### src/rtl/int_sequencer_if.sv
// Interrupt-entry bus between the CPU pipeline/memory port B and int_sequencer.
// dbg_state mirrors the sequencer FSM state for observation.
interface int_sequencer_if;
   logic       intr_sig;
   logic       instr_boundary;
   logic       rti_exec;
   logic [7:0] ret_pc;
   logic [7:0] mem_rdata;
   logic       pc_hold;
   logic       if_id_hold;
   logic       inject_bubble;
   logic       push_req;
   logic [7:0] push_data;
   logic       vec_rd;
   logic [7:0] mem_addr;
   logic       pc_load;
   logic [7:0] pc_load_val;
   logic       in_service;
   logic [2:0] dbg_state;

   // push_req and vec_rd are one-cycle strobes with no ready: the MEM stage and
   // port B accept them unconditionally in the cycle they are high.
   modport master (
      output intr_sig, instr_boundary, rti_exec, ret_pc, mem_rdata,
      input  pc_hold, if_id_hold, inject_bubble, push_req, push_data,
             vec_rd, mem_addr, pc_load, pc_load_val, in_service, dbg_state
   );

   modport slave (
      input  intr_sig, instr_boundary, rti_exec, ret_pc, mem_rdata,
      output pc_hold, if_id_hold, inject_bubble, push_req, push_data,
             vec_rd, mem_addr, pc_load, pc_load_val, in_service, dbg_state
   );
endinterface

### src/rtl/int_sequencer.sv
// Hardware-interrupt entry sequencer: edge latch, drain, push return PC, fetch vector, load PC.
// Optional INT_SYNC_EN adds a 2-flop synchronizer on intr_sig ahead of the edge detector.
module int_sequencer #(
   parameter logic [7:0] VEC_ADDR     = 8'h01,
   parameter int         DRAIN_CYCLES = 2
) (
   input  logic           clk,
   input  logic           rstn,
   int_sequencer_if.slave bus
);
   typedef enum logic [2:0] {
      S_IDLE   = 3'd0,
      S_DRAIN  = 3'd1,
      S_PUSH   = 3'd2,
      S_VFETCH = 3'd3,
      S_VLOAD  = 3'd4
   } state_t;

   localparam logic [2:0] DRAIN_INIT = 3'(DRAIN_CYCLES - 1);

   state_t     r_state;
   state_t     w_state_nxt;
   logic       r_pending;
   logic       r_in_service;
   logic       r_intr_prev;
   logic [2:0] r_drain_cnt;
   logic [7:0] r_ret_q;
   logic [7:0] r_vec_q;
   logic       w_intr_s;
   logic       w_rise;
   logic       w_start;

   logic       w_pc_hold;
   logic       w_if_id_hold;
   logic       w_inject_bubble;
   logic       w_push_req;
   logic [7:0] w_push_data;
   logic       w_vec_rd;
   logic [7:0] w_mem_addr;
   logic       w_pc_load;
   logic [7:0] w_pc_load_val;

`ifdef INT_SYNC_EN
   logic r_sync1;
   logic r_sync2;

   always_ff @(posedge clk or negedge rstn) begin
      if (!rstn) begin
         r_sync1 <= 1'b0;
         r_sync2 <= 1'b0;
      end else begin
         r_sync1 <= bus.intr_sig;
         r_sync2 <= r_sync1;
      end
   end

   assign w_intr_s = r_sync2;
`else
   assign w_intr_s = bus.intr_sig;
`endif

   assign w_rise  = w_intr_s & ~r_intr_prev;
   // instr_boundary only matters here; once DRAIN starts the sequence runs to completion.
   assign w_start = (r_state == S_IDLE) & r_pending & ~r_in_service & bus.instr_boundary;

   always_ff @(posedge clk or negedge rstn) begin
      if (!rstn) r_state <= S_IDLE;
      else       r_state <= w_state_nxt;
   end

   always_comb begin
      w_state_nxt = r_state;
      case (r_state)
         S_IDLE:   if (w_start) w_state_nxt = S_DRAIN;
         S_DRAIN:  if (r_drain_cnt == 3'd0) w_state_nxt = S_PUSH;
         S_PUSH:   w_state_nxt = S_VFETCH;
         S_VFETCH: w_state_nxt = S_VLOAD;
         S_VLOAD:  w_state_nxt = S_IDLE;
         default:  w_state_nxt = S_IDLE;
      endcase
   end

   always_ff @(posedge clk or negedge rstn) begin
      if (!rstn) begin
         r_intr_prev  <= 1'b0;
         r_pending    <= 1'b0;
         r_in_service <= 1'b0;
         r_drain_cnt  <= 3'd0;
         r_ret_q      <= 8'h00;
         r_vec_q      <= 8'h00;
      end else begin
         r_intr_prev <= w_intr_s;
         // A new edge wins over the entry-taken clear so it is never dropped.
         if (w_rise)                  r_pending <= 1'b1;
         else if (r_state == S_VLOAD) r_pending <= 1'b0;
         if (r_state == S_VLOAD)      r_in_service <= 1'b1;
         else if (bus.rti_exec)       r_in_service <= 1'b0;
         if (w_start) begin
            r_ret_q     <= bus.ret_pc;
            r_drain_cnt <= DRAIN_INIT;
         end else if (r_state == S_DRAIN && r_drain_cnt != 3'd0) begin
            r_drain_cnt <= r_drain_cnt - 3'd1;
         end
         if (r_state == S_VFETCH) r_vec_q <= bus.mem_rdata;
      end
   end

   always_comb begin
      w_pc_hold       = 1'b0;
      w_if_id_hold    = 1'b0;
      w_inject_bubble = 1'b0;
      w_push_req      = 1'b0;
      w_push_data     = 8'h00;
      w_vec_rd        = 1'b0;
      w_mem_addr      = 8'h00;
      w_pc_load       = 1'b0;
      w_pc_load_val   = 8'h00;
      case (r_state)
         S_DRAIN: begin
            w_pc_hold       = 1'b1;
            w_if_id_hold    = 1'b1;
            w_inject_bubble = 1'b1;
         end
         S_PUSH: begin
            w_pc_hold       = 1'b1;
            w_if_id_hold    = 1'b1;
            w_inject_bubble = 1'b1;
            w_push_req      = 1'b1;
            w_push_data     = r_ret_q;
         end
         S_VFETCH: begin
            w_pc_hold       = 1'b1;
            w_if_id_hold    = 1'b1;
            w_inject_bubble = 1'b1;
            w_vec_rd        = 1'b1;
            w_mem_addr      = VEC_ADDR;
         end
         S_VLOAD: begin
            // IF/ID is released so the bubble flushes the wrong-path fetch.
            w_inject_bubble = 1'b1;
            w_pc_load       = 1'b1;
            w_pc_load_val   = r_vec_q;
         end
         default: ;
      endcase
   end

   assign bus.pc_hold       = w_pc_hold;
   assign bus.if_id_hold    = w_if_id_hold;
   assign bus.inject_bubble = w_inject_bubble;
   assign bus.push_req      = w_push_req;
   assign bus.push_data     = w_push_data;
   assign bus.vec_rd        = w_vec_rd;
   assign bus.mem_addr      = w_mem_addr;
   assign bus.pc_load       = w_pc_load;
   assign bus.pc_load_val   = w_pc_load_val;
   assign bus.in_service    = r_in_service;
   assign bus.dbg_state     = r_state;
endmodule

### src/flat_wrapper.sv
// flat-port wrapper written by rule: the top's interface ports become plain ports
module int_sequencer_flat 
#(
   parameter logic [7:0] VEC_ADDR     = 8'h01,
   parameter int         DRAIN_CYCLES = 2
)
  (clk, rstn, bus_intr_sig, bus_instr_boundary, bus_rti_exec, bus_ret_pc, bus_mem_rdata, bus_pc_hold, bus_if_id_hold, bus_inject_bubble, bus_push_req, bus_push_data, bus_vec_rd, bus_mem_addr, bus_pc_load, bus_pc_load_val, bus_in_service, bus_dbg_state);
  int_sequencer_if bus_i ();
  input  logic clk;
  input  logic rstn;
  input wire logic [$bits(bus_i.intr_sig)-1:0] bus_intr_sig;
  input wire logic [$bits(bus_i.instr_boundary)-1:0] bus_instr_boundary;
  input wire logic [$bits(bus_i.rti_exec)-1:0] bus_rti_exec;
  input wire logic [$bits(bus_i.ret_pc)-1:0] bus_ret_pc;
  input wire logic [$bits(bus_i.mem_rdata)-1:0] bus_mem_rdata;
  output wire logic [$bits(bus_i.pc_hold)-1:0] bus_pc_hold;
  output wire logic [$bits(bus_i.if_id_hold)-1:0] bus_if_id_hold;
  output wire logic [$bits(bus_i.inject_bubble)-1:0] bus_inject_bubble;
  output wire logic [$bits(bus_i.push_req)-1:0] bus_push_req;
  output wire logic [$bits(bus_i.push_data)-1:0] bus_push_data;
  output wire logic [$bits(bus_i.vec_rd)-1:0] bus_vec_rd;
  output wire logic [$bits(bus_i.mem_addr)-1:0] bus_mem_addr;
  output wire logic [$bits(bus_i.pc_load)-1:0] bus_pc_load;
  output wire logic [$bits(bus_i.pc_load_val)-1:0] bus_pc_load_val;
  output wire logic [$bits(bus_i.in_service)-1:0] bus_in_service;
  output wire logic [$bits(bus_i.dbg_state)-1:0] bus_dbg_state;
  assign bus_i.intr_sig = bus_intr_sig;
  assign bus_i.instr_boundary = bus_instr_boundary;
  assign bus_i.rti_exec = bus_rti_exec;
  assign bus_i.ret_pc = bus_ret_pc;
  assign bus_i.mem_rdata = bus_mem_rdata;
  assign bus_pc_hold = bus_i.pc_hold;
  assign bus_if_id_hold = bus_i.if_id_hold;
  assign bus_inject_bubble = bus_i.inject_bubble;
  assign bus_push_req = bus_i.push_req;
  assign bus_push_data = bus_i.push_data;
  assign bus_vec_rd = bus_i.vec_rd;
  assign bus_mem_addr = bus_i.mem_addr;
  assign bus_pc_load = bus_i.pc_load;
  assign bus_pc_load_val = bus_i.pc_load_val;
  assign bus_in_service = bus_i.in_service;
  assign bus_dbg_state = bus_i.dbg_state;
  int_sequencer #(.VEC_ADDR(VEC_ADDR), .DRAIN_CYCLES(DRAIN_CYCLES)) u_core (.clk(clk), .rstn(rstn), .bus(bus_i));
endmodule
### config.mk
export PLATFORM = sky130hd
export DESIGN_NAME = int_sequencer_flat
export DESIGN_NICKNAME = d
export VERILOG_FILES = /design/src/rtl/int_sequencer_if.sv /design/src/rtl/int_sequencer.sv /design/src/flat_wrapper.sv
export SDC_FILE = /design/constraint.sdc
export NUM_CORES = 1
export LEC_CHECK = 0
export BUFFER_PORTS_ARGS = -buffer_cell sky130_fd_sc_hd__buf_2
export CORE_AREA = 2 2 56 53
export CTS_CLUSTER_SIZE = 8
export DETAILED_ROUTE_END_ITERATION = 6
export DIE_AREA = 0 0 58 55
export HOLD_SLACK_MARGIN = 0.05
export PLACE_DENSITY_LB_ADDON = 0.3
export SYNTH_ARGS = -nofsm -noshare
export SYNTH_HDL_FRONTEND = slang
export SYNTH_SLANG_ARGS = --single-unit
### constraint.sdc
create_clock -name clk -period 4.3 [get_ports clk]
set_input_delay 0.86 -clock clk [delete_from_list [all_inputs] [get_ports clk]]
set_output_delay 0.86 -clock clk [all_outputs]
set_load 0.05 [all_outputs]
### Word level (Yosys, flattened, before mapping)

Cells that the tools add are included.

* output and inout port bits: 34
* memories kept: 0
* RAM bits: 0
* register bits after elaboration: 25
* latch bits: 0
* bits in read-only memories: 0

* reduce and logical (&&, ||, !) cells: 10
* shift-type cells: 0
* add/subtract/negate cells: 1
* bitwise operators: 6
* mux-type cells: 17
* $lt $le $gt $ge: 0
* multipliers: 0
* eq/ne operators: 6
* div/mod/pow operators: 0

Operators with widths (count)
* two-way mux 8 bit: 2
* two-way mux 3 bit: 4
* case mux 3 bit (4 select lines): 1
* two-way mux 1 bit: 10
* == test 3 x 2 -> 1 bit (second input constant): 2
* zero test 3 bit: 2
* nonzero test 2 bit: 3
* AND 1 bit: 4
* inequality test 2 x 1 -> 1 bit (second input constant): 2
* OR reduction 4 bit: 1
* == test 3 x 1 -> 1 bit (second input constant): 1
* == test 3 bit (second input constant): 1
* nonzero test 3 bit: 1
* OR reduction 3 bit: 1
* subtractor 3 x 1 -> 3 bit (second input constant): 1
* inverter 1 bit: 2
* AND reduction 2 bit: 1
* logical AND 1 bit: 1

### Logic depth before layout (Yosys ltp)

* word-level depth: 6
* depth in mapped cells: 5
* depth with buffers taken out: 5

### Worst setup path before layout

Ideal clock, no wire load.

* path kind: reg2out
* start: reg u_core.r_state[1] (netlist: u_core.bus.dbg_state[1])
* end: out bus_push_data[0]
* arrival: 2780 ps
* path slack: 660 ps
* required time: 3440 ps
* stages on the path, launching flop included: 3
* cells stage by stage: dfrtp_1 -> nor3b_1 -> and2_1

* cells in the longest elaborated chain, start to end: 2

RTL lines
* start: declaration: RTL line int_sequencer.sv:21 `state_t r_state;`
* start signal: assignment: RTL line int_sequencer.sv:68 `else r_state <= w_state_nxt;`
* == test 3 x 2 -> 1 bit: RTL line int_sequencer.sv:118 `case (r_state)`
* two-way mux 8 bit: RTL line int_sequencer.sv:118
* end: declaration: RTL line flat_wrapper.sv:20 `output wire logic [$bits(bus_i.push_data)-1:0] bus_push_data;`

No other way between the ends.

### Worst setup path after layout

* start: reg u_core.r_state[2] (netlist: u_core.bus.dbg_state[2])
* end: out bus_push_data[2]

Same word-level chain as after synthesis.

==> flow_summary.ini <==
[critical_path]
slowest_stage = nor3b_1
path_max_fanout = 19
path_class = flip-flop to primary output
end_kind = primary output
cp_cell_sequence = nor3b_1 -> and2_1 -> buf_2
slowest_delay_ns = 0.74
reg2regPathDepth = 3
timing.rr.start = u_core.bus.dbg_state[1]
crit_path_start_kind = flip-flop
crit_start = u_core.bus.dbg_state[2]
r2r_end = u_core.r_ret_q[6]
cp.arrival_ns = 2.12
critPathBufInv = 1
crit_family = simple AND/OR/NAND/NOR gates
required_ns = 3.44
reg2reg_slack_ns = 2.23

[clocking]
cts-root-buf = clkbuf_4
cts_made_buffers = 3
post-cts-setup-buffer-count = 0
clk_pin_slew_ns = 0.13
cts_buffer_depth = 2
cts_tree = yes
htree_num_levels = 1
clkSinkCount = 25
clock_latency_ns = 0.30
hold_buffers = 0
cts_resized = 0

[floorplan]
initial_utilization_pct = 46.98
dieArea_um2 = 3190
fp.dieW_um = 58
num_rows = 18
core_area_um2 = 2613
ios = 55
die_h_um = 55

[cells_and_area]
final-seq-area_um2 = 625.6
insertedDiodeCount = 0
final_nets = 175
syn2layout_area_growth_pct = 19.06
fin_area_um2 = 1461
multi_input_area_um2 = 513.0
fillers = 230
final_layout_size_suffix_gt1_share_pct = 44.37

[drt]
dr_total_vias = 898
drt_pass1_iterations = 4
antenna_left = 0
wl_per_cell_um = 12.15
first_iter_violations = 12
via_per_inst = 4.961
route.detailed.drc = 0
routed_wl_um = 2199

[power]
combPwrFrac_pct = 53.5
p_per_area_nw_per_um2 = 744.4
clkPwrFrac_pct = 9.1
p_sw_share_pct = 47.34
p_int_mw = 0.5729
pwr-share-seq_pct = 37.5
p_sw_mw = 0.5150
peakVddDrop_mv = 0.4276
leakage_nw = 0.8168

[flow_run]
maxCapViolations = 0

[placed_design]
dp_hpwl_um = 1687
placed_cell_area_um2 = 1434
gp_congestion = 0.7463
numPortBuffers = 47

[synth]
synth.yosys.seq_area_share_pct = 50.97
postSynthCellCount = 108
syn_area_um2 = 1227
synth_cell_types = 27
ys_warn_count = 0
syn_avg_cell_area_um2 = 11.37
ys_ff_latch = 25

[sta]
clock-skew-final_ns = 0.006563
relSlewSlack_pct = 46.37
tightest_slew_ns = 0.8027
report.final.slew_viol_count = 0
setup_tns_ns = 0
rsz0062_at_grt = no
max_freq_ghz = 0.3357
finalSetupViolCount = 0
hold_violations = 0
period_minus_slack_ns = 2.979
period_share_pct = 69.28

[run_status]
status = finished, final reports clean

[hold_path]
min_path_cells = 1
hold_class = flip-flop to flip-flop
hp-start = u_core.r_intr_prev
min_to = u_core.r_pending

[global_route]
grt_use_total_pct = 14.76
grt_pass1_vias = 821
grt_pass1_wl_um = 3498
grt_max_degree = 26
overflow = 0
antenna_found_initial = 0
==> synth_stat cells, drive strengths merged <==
cell,count,area share (%)
o21ai,2,0.82
o21a,1,0.61
inv,6,1.8
dfrtp,25,51
o32ai,1,0.71
or4,1,0.61
nor3,1,0.41
and2,9,4.6
and3,8,4.1
a21o,1,0.61
mux2,16,15
or3b,1,0.71
conb,1,0.31
nor2b,2,1.0
and2b,1,0.61
nor3b,1,0.61
or3,2,1.0
ha,2,2.0
a21oi,3,1.2
xnor2,1,0.71
nor2,4,1.2
o22ai,1,0.51
and3b,4,2.9
buf,10,5.9
clkbuf,4,1.3
==> state kept, by name, summed over array words and instances, names as in the netlist <==
name and flops:
u_core.bus.dbg_state 3, u_core.bus.in_service 1, u_core.r_drain_cnt 3, u_core.r_intr_prev 1
u_core.r_pending 1, u_core.r_ret_q 8, u_core.r_vec_q 8
==> logic make-up (layout without fill, tap and decap cells) <==
logic type	Yosys count	count (layout)	share of synthesized area (%)
other	1	7	0.3055
AO/OA/AOI/OAI	9	9	4.486
multiplexers	16	16	14.68
XOR/XNOR	1	1	0.7137
AND/OR/NAND/NOR	34	34	17.74
buffers and inverters	20	57	9.071
adder cells (fa/ha/maj)	2	2	2.038
flip-flops	25	25	50.97
==> worst max path at each step <==
| stage | endpoint | slack (ns) | depth (start not counted) |
|---|---|---|---|
| global route | bus_push_data[7] | 1.13 | 3 |
| CTS | bus_push_data[2] | 1.27 | 3 |
| finish | bus_push_data[2] | 1.32 | 3 |
| global placement | bus_push_data[1] | 1.69 | 3 |
| floorplan | bus_push_data[0] | 0.66 | 2 |
| detailed placement | bus_push_data[2] | 1.63 | 3 |
==> cells in the final DEF (no fill, tap or decap), types with 2 or more instances in the layout <==
cell	count
dfrtp_1	25
clkbuf_4	3
a21oi_1	3
buf_2	47
o21ai_0	2
inv_1	6
ha_1	2
mux2_2	16
and2_1	9
or3_1	2
and3b_1	4
nor2b_1	2
conb_1	7
nor2_1	4
and3_1	8
==> through the flow <==
| stage | power (mW) | setup WS (ns) | std cells | util, % | hold WS [ns] |
|---|---|---|---|---|---|
| final | 1.088 | 1.321 | 181 | 55.94 | 0.4464 |
| after global routing | 1.173 | 1.126 | 181 | 55.94 | 0.4784 |
| after CTS | 1.100 | 1.273 | 181 | 55.94 | 0.4489 |
| after detailed placement | 1.000 | 1.635 | 177 | 54.89 | 0.4254 |
| after global placement | 0.9785 | 1.691 | 177 | 54.89 | 0.4167 |
| after floorplan | 0.8948 | 0.6598 | 114 | - | 0.4096 |
==> final cells by class <==
class                   instances  area share [%]
flip-flops and latches         25           42.81
multi-input cells              69           35.10
repair buffers                 47           16.10
well taps                      30           2.568
clock buffers                   3           1.541
inverters                       6           1.541
clock inverters                 1          0.3425
==> routing by layer <==
layer / global-route usage, % / routed length (um)
met1: 17.24 / 951
met2: 25.57 / 1115
met4: 8.140 / 17
met3: 3.488 / 115
met5: 0 / 0
==> power by group through the flow <==
stage | clock [mW] | combinational (mW) | sequential (mW)
2_1_floorplan | 0 | 0.461 | 0.433
3_3_place_gp | 0 | 0.572 | 0.407
3_5_place_dp | 0 | 0.587 | 0.413
4_1_cts | 0.104 | 0.588 | 0.408
5_1_grt | 0.112 | 0.636 | 0.425
6_report | 0.0985 | 0.582 | 0.408
(Power assumes the default switching activity.)
